## config.mk

```make
export PLATFORM = sky130hd
export DESIGN_NAME = keypad_digit_entry_flat
export DESIGN_NICKNAME = d
export VERILOG_FILES = /design/src/rtl/keypad_digit_entry_if.sv /design/src/rtl/keypad_digit_entry.sv /design/src/flat_wrapper.sv
export SDC_FILE = /design/constraint.sdc
export NUM_CORES = 1
export LEC_CHECK = 0
export CAP_MARGIN = 20
export CORE_UTILIZATION = 52
export DETAILED_ROUTE_END_ITERATION = 16
export GPL_ROUTABILITY_DRIVEN = 0
export PLACE_DENSITY = 0.92
export SLEW_MARGIN = 30
export SYNTH_ARGS = -nofsm -noshare
export SYNTH_HDL_FRONTEND = slang
export SYNTH_SLANG_ARGS = --single-unit
```

## constraint.sdc

```tcl
create_clock -name clk -period 3.25 [get_ports clk]
set_input_delay 0.8125 -clock clk [delete_from_list [all_inputs] [get_ports clk]]
set_output_delay 0.8125 -clock clk [all_outputs]
set_load 0.02 [all_outputs]
```

## src/rtl/keypad_digit_entry_if.sv

```systemverilog
// Keypad entry bus: key pulses in (keypad/key_ent/key_clr),
// live buffer, count, committed value, valid and err out.
interface keypad_digit_entry_if #(
  parameter int NUM_DIGITS = 4
);
  logic [9:0]              keypad;
  logic                    key_ent;
  logic                    key_clr;
  logic [4*NUM_DIGITS-1:0] entry;
  logic [3:0]              count;
  logic [4*NUM_DIGITS-1:0] value;
  logic                    valid;
  logic                    err;

  modport master (
    output keypad, key_ent, key_clr,
    input  entry, count, value, valid, err
  );

  modport slave (
    input  keypad, key_ent, key_clr,
    output entry, count, value, valid, err
  );
endinterface

```

## src/rtl/keypad_digit_entry.sv

```systemverilog
// BCD digit entry buffer: ports clk, rst (async active-low), bus (slave).
// Optional inactivity auto-commit enabled by macro KEYPAD_TIMEOUT_EN.
module keypad_digit_entry #(
  parameter int NUM_DIGITS     = 4,
  parameter int TIMEOUT_CYCLES = 1000
) (
  input  logic clk,
  input  logic rst,
  keypad_digit_entry_if.slave bus
);
  localparam int W = 4 * NUM_DIGITS;

  typedef enum logic [1:0] {
    IDLE,
    ENTRY,
    DONE
  } state_t;

  state_t         state;
  logic [W-1:0]   entry_q;
  logic [W-1:0]   value_q;
  logic [3:0]     count_q;
  logic           valid_q;
  logic           err_q;

  logic [3:0]     dig;
  logic           one_hot;
  logic           multi;
  logic           full;
  logic           accept;
  logic           reject;
  logic           commit;
  logic           to_hit;
  logic [W-1:0]   shifted;
  logic [W-1:0]   nxt_entry;

  always_comb begin
    dig = '0;
    for (int i = 0; i < 10; i++)
      if (bus.keypad[i]) dig = 4'(i);
    one_hot   = $countones(bus.keypad) == 1;
    multi     = $countones(bus.keypad) > 1;
    full      = count_q == 4'(NUM_DIGITS);
    accept    = one_hot && !full;
    reject    = multi || (one_hot && full);
    shifted   = entry_q << 4;
    shifted[3:0] = dig;
    nxt_entry = accept ? shifted : entry_q;
    // a digit accepted this cycle also arms a commit from IDLE/DONE;
    // an accepted digit restarts the inactivity window instead
    commit    = (state == ENTRY || accept) &&
                (bus.key_ent || (to_hit && !accept));
  end

`ifdef KEYPAD_TIMEOUT_EN
  localparam int TW = $clog2(TIMEOUT_CYCLES);

  logic [TW-1:0] tcnt;

  always_ff @(posedge clk or negedge rst) begin
    if (!rst) begin
      tcnt <= '0;
    end else if (bus.key_clr || accept || commit ||
                 state != ENTRY) begin
      tcnt <= '0;
    end else begin
      tcnt <= tcnt + TW'(1);
    end
  end

  assign to_hit = (state == ENTRY) &&
                  (tcnt == TW'(TIMEOUT_CYCLES - 1));
`else
  // no inactivity counter: never fires for a legal TIMEOUT_CYCLES
  assign to_hit = (TIMEOUT_CYCLES < 2);
`endif

  always_ff @(posedge clk or negedge rst) begin
    if (!rst) begin
      state   <= IDLE;
      entry_q <= '0;
      value_q <= '0;
      count_q <= '0;
      valid_q <= 1'b0;
      err_q   <= 1'b0;
    end else begin
      valid_q <= 1'b0;
      err_q   <= 1'b0;
      if (bus.key_clr) begin
        entry_q <= '0;
        count_q <= '0;
        state   <= IDLE;
      end else if (commit) begin
        value_q <= nxt_entry;
        entry_q <= '0;
        count_q <= '0;
        valid_q <= 1'b1;
        state   <= DONE;
      end else begin
        entry_q <= nxt_entry;
        count_q <= count_q + {3'b000, accept};
        err_q   <= reject;
        state   <= (count_q != 4'd0 || accept) ? ENTRY : IDLE;
      end
    end
  end

  assign bus.entry = entry_q;
  assign bus.count = count_q;
  assign bus.value = value_q;
  assign bus.valid = valid_q;
  assign bus.err   = err_q;
endmodule

```

## src/flat_wrapper.sv

```systemverilog
// flat-port wrapper written by rule: the top's interface ports become plain ports
module keypad_digit_entry_flat 
#(
  parameter int NUM_DIGITS     = 4,
  parameter int TIMEOUT_CYCLES = 1000
)
  (clk, rst, bus_keypad, bus_key_ent, bus_key_clr, bus_entry, bus_count, bus_value, bus_valid, bus_err);
  keypad_digit_entry_if #(.NUM_DIGITS(NUM_DIGITS)) bus_i ();
  input  logic clk;
  input  logic rst;
  input wire logic [$bits(bus_i.keypad)-1:0] bus_keypad;
  input wire logic [$bits(bus_i.key_ent)-1:0] bus_key_ent;
  input wire logic [$bits(bus_i.key_clr)-1:0] bus_key_clr;
  output wire logic [$bits(bus_i.entry)-1:0] bus_entry;
  output wire logic [$bits(bus_i.count)-1:0] bus_count;
  output wire logic [$bits(bus_i.value)-1:0] bus_value;
  output wire logic [$bits(bus_i.valid)-1:0] bus_valid;
  output wire logic [$bits(bus_i.err)-1:0] bus_err;
  assign bus_i.keypad = bus_keypad;
  assign bus_i.key_ent = bus_key_ent;
  assign bus_i.key_clr = bus_key_clr;
  assign bus_entry = bus_i.entry;
  assign bus_count = bus_i.count;
  assign bus_value = bus_i.value;
  assign bus_valid = bus_i.valid;
  assign bus_err = bus_i.err;
  keypad_digit_entry #(.NUM_DIGITS(NUM_DIGITS), .TIMEOUT_CYCLES(TIMEOUT_CYCLES)) u_core (.clk(clk), .rst(rst), .bus(bus_i));
endmodule
```

== Word level (Yosys, flattened, before mapping) ==
Index checks and enable logic that the tools add are counted.

* Eq/ne operators: 3
* Muxes and demuxes: 21
* $lt $le $gt $ge: 1
* Reductions and logical operators: 9
* Bitwise logic cells: 1
* $add $sub $neg: 10

{| class="wikitable"
|+ Operators by type and width
! operator !! count
|-
| adder 32 bit || 3
|-
| two-way mux 16 bit || 3
|-
| two-way mux 4 bit || 10
|-
| adder 2 x 32 -> 32 bit || 1
|-
| equality test 32 x 2 -> 1 bit, second input constant || 1
|-
| greater-than comparator 32 x 2 -> 1 bit, second input constant || 1
|-
| adder 1 x 1 -> 2 bit || 5
|-
| two-way mux 1 bit || 6
|-
| adder 4 x 1 -> 4 bit || 1
|-
| equality test 4 x 3 -> 1 bit, second input constant || 1
|-
| two-way mux 2 bit || 2
|-
| nonzero test 4 bit || 1
|-
| logical AND 1 bit || 3
|-
| logical OR 1 bit || 3
|-
| equality test 2 x 1 -> 1 bit, second input constant || 1
|-
| AND reduction 2 bit || 1
|-
| zero test 1 bit || 1
|-
| NOT 1 bit || 1
|}

* Flip-flop bits (word level): 40
* Input port bits: 14
* Word-level logic and storage cells: 51
* Output and inout bits: 38

== Logic depth before layout (Yosys ltp) ==
Gate-level depths: netlist of run 1.

* Depth in word-level cells: 12
* Depth in mapped cells: 17
* Depth with buffers taken out: 16

== Least setup slack after synthesis of run 1 ==
Ideal clock, no wire load.

* Path type: in2reg
* Start: input port bus_keypad[8]
* End: register u_core.count_q[2] (netlist: u_core.bus.count[2])
* Library setup time: 121 ps
* Data arrival time: 4049 ps
* Buffers on the path: 1
* Setup slack: -920 ps
* Data required time: 3129 ps
* Stages on the path: 17
* Cell sequence: inv_1 -> ha_1 -> inv_1 -> fa_1 -> inv_1 -> fa_1 -> ha_1 -> inv_1 -> fa_1 -> a211oi_2 -> o2111ai_4 -> nor2_8 -> buf_12 -> ha_1 -> ha_1 -> xnor2_1 -> nor2_1

* Longest elaborated chain between the ends: 8

{| class="wikitable"
|+ RTL lines
! what !! line !! RTL
|-
| from (decl) || flat_wrapper.sv:11 || <nowiki>input wire logic [$bits(bus_i.keypad)-1:0] bus_keypad;</nowiki>
|-
| adder 1 x 1 -> 2 bit (not written as such) * || keypad_digit_entry.sv:41 || <nowiki>one_hot = $countones(bus.keypad) == 1;</nowiki>
|-
| adder 32 bit (not written as such) * || keypad_digit_entry.sv:41 ||
|-
| equality test 32 x 2 -> 1 bit * || keypad_digit_entry.sv:41 ||
|-
| logical AND 1 bit * || keypad_digit_entry.sv:44 || <nowiki>accept = one_hot && !full;</nowiki>
|-
| branches (longest 2 deep; another with adder 4 x 1 -> 4 bit) || - ||
|-
| two-way mux 4 bit * || keypad_digit_entry.sv:93 || <nowiki>end else if (commit) begin</nowiki>
|-
| two-way mux 4 bit * || keypad_digit_entry.sv:89 || <nowiki>if (bus.key_clr) begin</nowiki>
|-
| to (signal assigned) || keypad_digit_entry.sv:101 || <nowiki>count_q <= count_q + {3'b000, accept};</nowiki>
|-
| to (decl) || keypad_digit_entry.sv:22 || <nowiki>logic [3:0] count_q;</nowiki>
|}

Every way passes the cells marked *.
A chain may end at the register's enable or synchronous reset.

== Worst setup path after layout of run 1 ==
* Start: input port bus_keypad[7]
* End: register u_core.count_q[3] (netlist: u_core.bus.count[3])

* Longest elaborated chain between the ends: 10

{| class="wikitable"
|+ RTL lines
! what !! line
|-
| adder 1 x 1 -> 2 bit (not written as such) * || keypad_digit_entry.sv:41
|-
| adder 32 bit (not written as such) * (3 in a row) || keypad_digit_entry.sv:41
|-
| equality test 32 x 2 -> 1 bit * || keypad_digit_entry.sv:41
|-
| logical AND 1 bit * || keypad_digit_entry.sv:44
|-
| branches (longest 2 deep; another with adder 4 x 1 -> 4 bit) || -
|-
| two-way mux 4 bit * || keypad_digit_entry.sv:93
|-
| two-way mux 4 bit * || keypad_digit_entry.sv:89
|}

Marked as above.

==> summary.md, run 1 <==
| Metric | Value |
|---|---|
| Port bufs | 51 |
| Wire length of the first global-routing pass | 9.51 mm |
| Post-layout util | 91.4% |
| DR WL met2 | 3.80 mm |
| CP peak stage delay | 0.53 ns |
| GR Util All Layers | 31.9% |
| Overall power | 2.94 mW |
| Largest cells by area after synthesis | dfrtp_1, mux2i_1, ha_1 |
| Commonest cells after routing, fill and taps aside | clkdlybuf4s50_1, dfrtp_1, nor2_1, buf_4, a21oi_1 |
| Post-route setup slack | -0.922 ns |
| Placed Instances | 294 |
| Power Density | 873 nW/um^2 |
| Fmax | 240 MHz |
| Syn Inst Count | 184 |
| Post-synthesis cell area | 2000 um^2 |
| Number of nets still failing antenna checks after routing | 0 |
| FILL cells | 143 |
| Comb pwr share | 62.7% |
| Post-route DRC | 0 |
| Mean Syn Cell Area | 10.9 um^2 |
| Iteration count of the initial detailed-routing pass | 4 |
| Num ports | 52 |
| Failing checks | negative setup slack |
| CTS buffer count | 5 |
| RSZ-0062 raised after global routing | yes |
| Status | complete, but fails checks |
| Prevailing post-synth register cell | dfrtp_1 |
| Clock sinks | 39 |
| Slowest-stage cell, CP | fa_1 |
| Rows | 22 |
| CTS tree | built |
| Top-area cell type share of the netlist area | 48.7% |
| Vias in the first global route | 1858 |
| Worst Max-Slew Pin Slew | 0.496 ns |
| Total die area | 4110 um^2 |
| Hold Fails Final Rpt | 0 |
| Die H | 64.1 um |
| Final std cells w/o fill | 319 |
| Area grow syn2layout | 68.1% |
| Maxcap violations | 0 |
| Worst-path cell chain | buf_8, ha_4, inv_2, fa_1, inv_1, fa_1, ha_2, inv_2, fa_2, a211oi_4, o2111ai_4, nor2_8, buf_6, ha_4, nand3_2, xor2_1, nor2_1 |
| # setup viols final | 39 |
| DR vias/cell | 6.06 |
| WL per Instance | 23.0 um |
| Final nets | 301 |
| Clk_lat worst skew | 0.31 ns |
| Clock share of power | 12.3% |
| Antenna violations before repair | 0 |
| Worst Path Arrival | 4.36 ns |
| Worst slew margin | 67.0% |
| Largest net degree at the start of global routing | 40 |
| Critical path type | in2reg |
| Synthesized Nets | 215 |
| Power Internal | 1.73 mW |
| Worst-path clk slew | 0.08 ns |
| Metal3 WL | 537 um |
| Clock Tree Buf Depth | 2 |
| Total wire length after detailed routing | 7.34 mm |
| Max IR drop VDD | 0.646 mV |
| CP Max Fanout | 4 |
| Synth Register Bits | 39 |
| NetSw | 1.21 mW |
| Fin crit share | 128% |
| Min Clock Period, post-route | 4.17 ns |
| Startpoint types | primary input |
| GR Overflow Total | 0 |
| Commonest non-fill, non-tap cell in the layout | clkdlybuf4s50_1 |
| Die W | 64.1 um |
| DR vias | 1934 |
| Critical Path RT | 3.43 ns |
| CORE AREA | 3690 um^2 |
| M1 WL | 2.74 mm |
| HP Class | in2async |
| Post-synth EDFFs | 0 |
| Ys Warns | 0 |
| Sequential area share after synthesis | 48.7% |
| Antenna Cells | 0 |
| Starting Density | 54.3% |
| Final slew viol count | 0 |
| Fin Clk Skew | 0.0108 ns |
| Starting DRC count in detailed routing | 189 |
| H-tree level count | 2 |
| Max layer used | met4 |
| Yosys top cell by area | dfrtp_1 |
| Leakage power | 1.44 nW |
| Clock root buffer | clkbuf_8 |
| Reg power frac | 25.0% |
| R2R depth | 7 |
| Asr flop ratio synth | 100% |
| HPWL Detailed | 3.32 mm |
| Net Sw Frac | 41.1% |
| CP endpoint kind | flop |
| Layout cells sized above 1 | 37.3% |
| Yosys cell types | 28 |
| Post-cts hold buffer count | 0 |
==> stage by stage <==
step	area (um^2)	setup TNS, ns	hold WS [ns]	worst slack (ns)
finish	3370	-31.59	0.471	-0.922
global route	3370	-34.28	0.505	-1.01
CTS	3170	-29.58	0.548	-0.855
detailed placement	2760	-57.11	0.537	-1.59
global placement	2760	-55.01	0.522	-1.46
floorplan	2080	-24.15	0.517	-0.779
==> metal layers <==
metal	track usage, %	vias up
met4	13.6	0
met3	6.25	28
met5	0	-
met1	40.5	966
met2	53.2	140
li1	-	800
==> worst max-delay path, delay by kind of cell <==
family / cells / cell delay, ns
buffers and inverters: 5 / 0.40
adders and majority gates: 6 / 2.04
and+or+nand+nor: 3 / 0.38
AOI/OAI and AO/OA: 2 / 0.54
xor gates and xnor gates: 1 / 0.18
==> cell usage after synthesis, types with 2 or more instances <==
master,count
mux2i_1,17
nand3_1,2
a31oi_1,16
dfrtp_1,39
inv_1,25
ha_1,12
a211oi_1,2
a21oi_1,18
clkbuf_1,3
nor2b_1,2
buf_2,5
nor2_1,22
nand2_1,2
fa_1,5
==> power groups by stage <==
stage          clock network, mW  logic, mW  registers [mW]
4_1_cts                    0.357       1.44           0.721
5_1_grt                    0.387       1.91           0.741
3_5_place_dp                   0       1.17           0.716
6_report                   0.361       1.84           0.735
3_3_place_gp                   0       1.14           0.713
2_1_floorplan                  0      0.565           0.859
==> cell families after synthesis <==
| group | Yosys count | share of synthesized area [%] |
|---|---|---|
| AOI/OAI and AO/OA | 41 | 13.6 |
| and+or+nand+nor | 34 | 8.37 |
| buffers and inverters | 34 | 7.49 |
| xor gates and xnor gates | 2 | 0.874 |
| muxes | 17 | 8.49 |
| adders and majority gates | 17 | 12.5 |
| DFF | 39 | 48.7 |
==> worst paths after layout <==
kind / startpoint / end / slack, ns
min: rst / u_core.bus.entry[8] / 0.47
max reg2reg: u_core.bus.count[1] / u_core.state[0] / 1.30
min in group clk: u_core.bus.value[12] / u_core.bus.value[12] / 0.58
max in group asynchronous: rst / u_core.bus.count[2] / 2.43
min reg2reg: u_core.bus.value[12] / u_core.bus.value[12] / 0.58
max: bus_keypad[7] / u_core.bus.count[3] / -0.92
==> cell type report <==
class | count | area [um^2] | area share [%]
Clock buffer | 6 | 82.6 | 2.45
Tap cell | 48 | 60.1 | 1.78
Clock inverter | 2 | 16.3 | 0.483
Timing Repair Buffer | 88 | 935 | 27.7
Sequential cell | 39 | 976 | 29.0
Multi-Input combinational cell | 111 | 1190 | 35.2
Inverter | 25 | 114 | 3.38
==> registers in the layout, indices dropped and copies added (netlist names) <==
| signal | cells |
|---|---|
| u_core.bus.entry | 16 |
| u_core.bus.value | 16 |
| u_core.bus.count | 4 |
| u_core.state | 2 |
| u_core.bus.err | 1 |
==> timing repair <==
item                       CTS  global route
gates resized for setup     72            30
pin swaps                   17            16
gates cloned                 1             4
setup endpoints to repair   39            39
buffers inserted             9             5
Note: power is estimated with default switching activity, not from simulation.
==> run 2, diff against run 1 <==
--- a/config.mk
+++ b/config.mk
@@ -6,10 +6,10 @@
 export NUM_CORES = 1
 export LEC_CHECK = 0
 export CAP_MARGIN = 20
-export CORE_UTILIZATION = 52
+export CORE_UTILIZATION = 38
+export CTS_CLUSTER_SIZE = 40
 export DETAILED_ROUTE_END_ITERATION = 16
-export GPL_ROUTABILITY_DRIVEN = 0
-export PLACE_DENSITY = 0.92
+export PLACE_DENSITY = 0.73
 export SLEW_MARGIN = 30
 export SYNTH_ARGS = -nofsm -noshare
 export SYNTH_HDL_FRONTEND = slang
==> run 2 against run 1 <==
Compared with the run above:
- the flow still finishes with violations (negative setup slack)
- non-clock buffer count is 3 lower
- flip-flop and latch count is the same
- worst setup slack improved by 0.12 ns
==> summary.md, run 2 (synthesized netlist as in run 1, its figures left out) <==
| Metric | Value |
|---|---|
| Status | complete, but fails checks |
| Failing checks | negative setup slack |
| Worst-path clk slew | 0.07 ns (about the same) |
| Layout cells sized above 1 | 37.6% (+0.32 points) |
| Final std cells w/o fill | 336 (+5.3%) |
| Commonest cells after routing, fill and taps aside | clkdlybuf4s50_1, dfrtp_1, buf_4, nor2_1 |
| Leakage power | 1.39 nW (-3.3%) |
| Clock Tree Buf Depth | 2 (unchanged) |
| Startpoint types | primary input |
| WL per Instance | 15.1 um (-35%) |
| Critical path type | in2reg |
| DR vias/cell | 4.89 (-19%) |
| Clock root buffer | clkbuf_8 |
| Number of nets still failing antenna checks after routing | 0 (unchanged) |
| Area of the multi-input gates | 1190 um^2 (+0.11%) |
| Power Density | 789 nW/um^2 (-9.6%) |
| Min Clock Period, post-route | 4.05 ns (-0.121 ns) |
| CTS tree | built |
| Critical path destination | u_core.state[0] |
| Antenna Cells | 0 (unchanged) |
| HPWL Detailed | 3.16 mm (-5.0%) |
| GR Overflow Total | 0 (unchanged) |
| Placed Instances | 317 (+7.8%) |
| Antenna violations before repair | 0 (unchanged) |
| Maxcap violations | 0 (unchanged) |
| Total wire length after detailed routing | 5.06 mm (-31%) |
| Worst Max-Slew Pin Slew | 0.450 ns (-0.0452 ns) |
| Fin Clk Skew | 0.00178 ns (-0.00898 ns) |
| Hold Fails Final Rpt | 0 (unchanged) |
| Worst slew margin | 70.0% (+3.0 points) |
| Post-cts hold buffer count | 0 (unchanged) |
| Max IR drop VDD | 0.484 mV (-25%) |
| Starting Density | 39.2% (-15 points) |
| FILL cells | 376 (+160%) |
| Starting DRC count in detailed routing | 67 (-65%) |
| Reg2Reg Capture Point | u_core.bus.count[2] |
| Critical Path RT | 3.42 ns (about the same) |
| Area after DPL | 2780 um^2 (+0.82%) |
| Clock sinks | 39 (unchanged) |
| Largest net degree at the start of global routing | 40 (unchanged) |
| Post-layout util | 64.7% (-27 points) |
| HP Class | in2async |
| Fmax | 247 MHz (+3.0%) |
| R2R depth | 8 (+1) |
| Die W | 74.6 um (+16%) |
| Wire length of the first global-routing pass | 7.62 mm (-20%) |
| Fin crit share | 125% (-3.7 points) |
| FF+latch area | 976 um^2 (unchanged) |
| CP Max Fanout | 6 (+2) |
| Commonest non-fill, non-tap cell in the layout | clkdlybuf4s50_1 |
| Post-route DRC | 0 (unchanged) |
| Design area | 3310 um^2 (-1.9%) |
| Total die area | 5570 um^2 (+36%) |
| CTS buffer count | 5 (unchanged) |
| H-tree level count | 2 (unchanged) |
| Overall power | 2.61 mW (-11%) |
| # setup viols final | 39 (unchanged) |
| GR Util All Layers | 18.8% (-13 points) |
| CORE AREA | 5110 um^2 (+38%) |
| Die H | 74.6 um (+16%) |
| R2R setup slack | 1.38 ns (+0.08 ns) |
| Post-route setup slack | -0.801 ns (+0.121 ns) |
| Worst Path Arrival | 4.22 ns (-0.14 ns) |
| Num ports | 52 (unchanged) |
| Final slew viol count | 0 (unchanged) |
| CP endpoint kind | flop |
| Iteration count of the initial detailed-routing pass | 4 (unchanged) |
| Final nets | 298 (-1.0%) |
| Worst setup path startpoint | bus_keypad[9] |
| DR vias | 1644 (-15%) |
| Port bufs | 51 (unchanged) |
| Clk_lat worst skew | 0.30 ns (about the same) |
| Reg2reg start | u_core.bus.count[1] |
| Area grow syn2layout | 64.9% |
| Vias in the first global route | 1544 (-17%) |
| Rows | 26 (+18%) |
| RSZ-0062 raised after global routing | yes |
| Routability cong. | 0.739 |
| Final hold slack | 0.452 ns (-0.0187 ns) |
[run 2: metal layers]
layer  global-route usage (%)  part of all wire [%]  vias to the layer above
met2                     28.9                    51                       34
li1                         -                     -                      794
met4                     7.76                   2.0                        0
met5                        0                     0                        -
met1                     25.6                    43                      808
met3                     4.82                   4.3                        8
[run 2: worst min path at each step]
stage                        start                    to  slack, ns
4_1_cts        u_core.bus.value[0]   u_core.bus.value[0]       0.53
5_1_grt                        rst   u_core.bus.value[7]       0.47
2_1_floorplan                  rst   u_core.bus.count[0]       0.52
3_5_place_dp   u_core.bus.value[0]   u_core.bus.value[0]       0.52
3_3_place_gp   u_core.bus.value[0]   u_core.bus.value[0]       0.51
6_report                       rst  u_core.bus.value[11]       0.45
[run 2: layout make-up]
cell class / count / area share (%)
Tap cell: 70 / 2.65
Inverter: 25 / 3.37
Sequential cell: 39 / 29.5
Multi-Input combinational cell: 111 / 35.9
Clock buffer: 6 / 2.20
Timing Repair Buffer: 85 / 26.3
[run 2: report_power, final]
part	switching (mW)	internal (mW)
registers	0.101	0.620
logic	0.765	0.818
clock network	0.162	0.143
[run 2: worst max-delay path: stages]
cell and delay, ns:
buf_12 0.09, inv_12 0.03, ha_4 0.24, inv_2 0.03, fa_1 0.54, inv_2 0.04, fa_1 0.48, ha_2 0.19
inv_2 0.04, fa_2 0.41, a211oi_4 0.29, o2111ai_4 0.20, buf_6 0.18, o22ai_4 0.25, a21o_4 0.22, buf_6 0.13
a31oi_1 0.04
[run 2: metrics by stage]
stage	setup TNS (ns)	setup WS [ns]
2_1_floorplan	-24.15	-0.779
3_3_place_gp	-53.96	-1.43
3_5_place_dp	-55.86	-1.49
4_1_cts	-26.78	-0.735
5_1_grt	-33.94	-0.899
6_report	-29.98	-0.801
[run 2: timing repair]
action                     4_1_cts  5_1_grt
setup endpoints to repair       39       39
resized for setup               49       48
setup buffers                    5        4
cloned                           1        3
pin swaps                       14       18
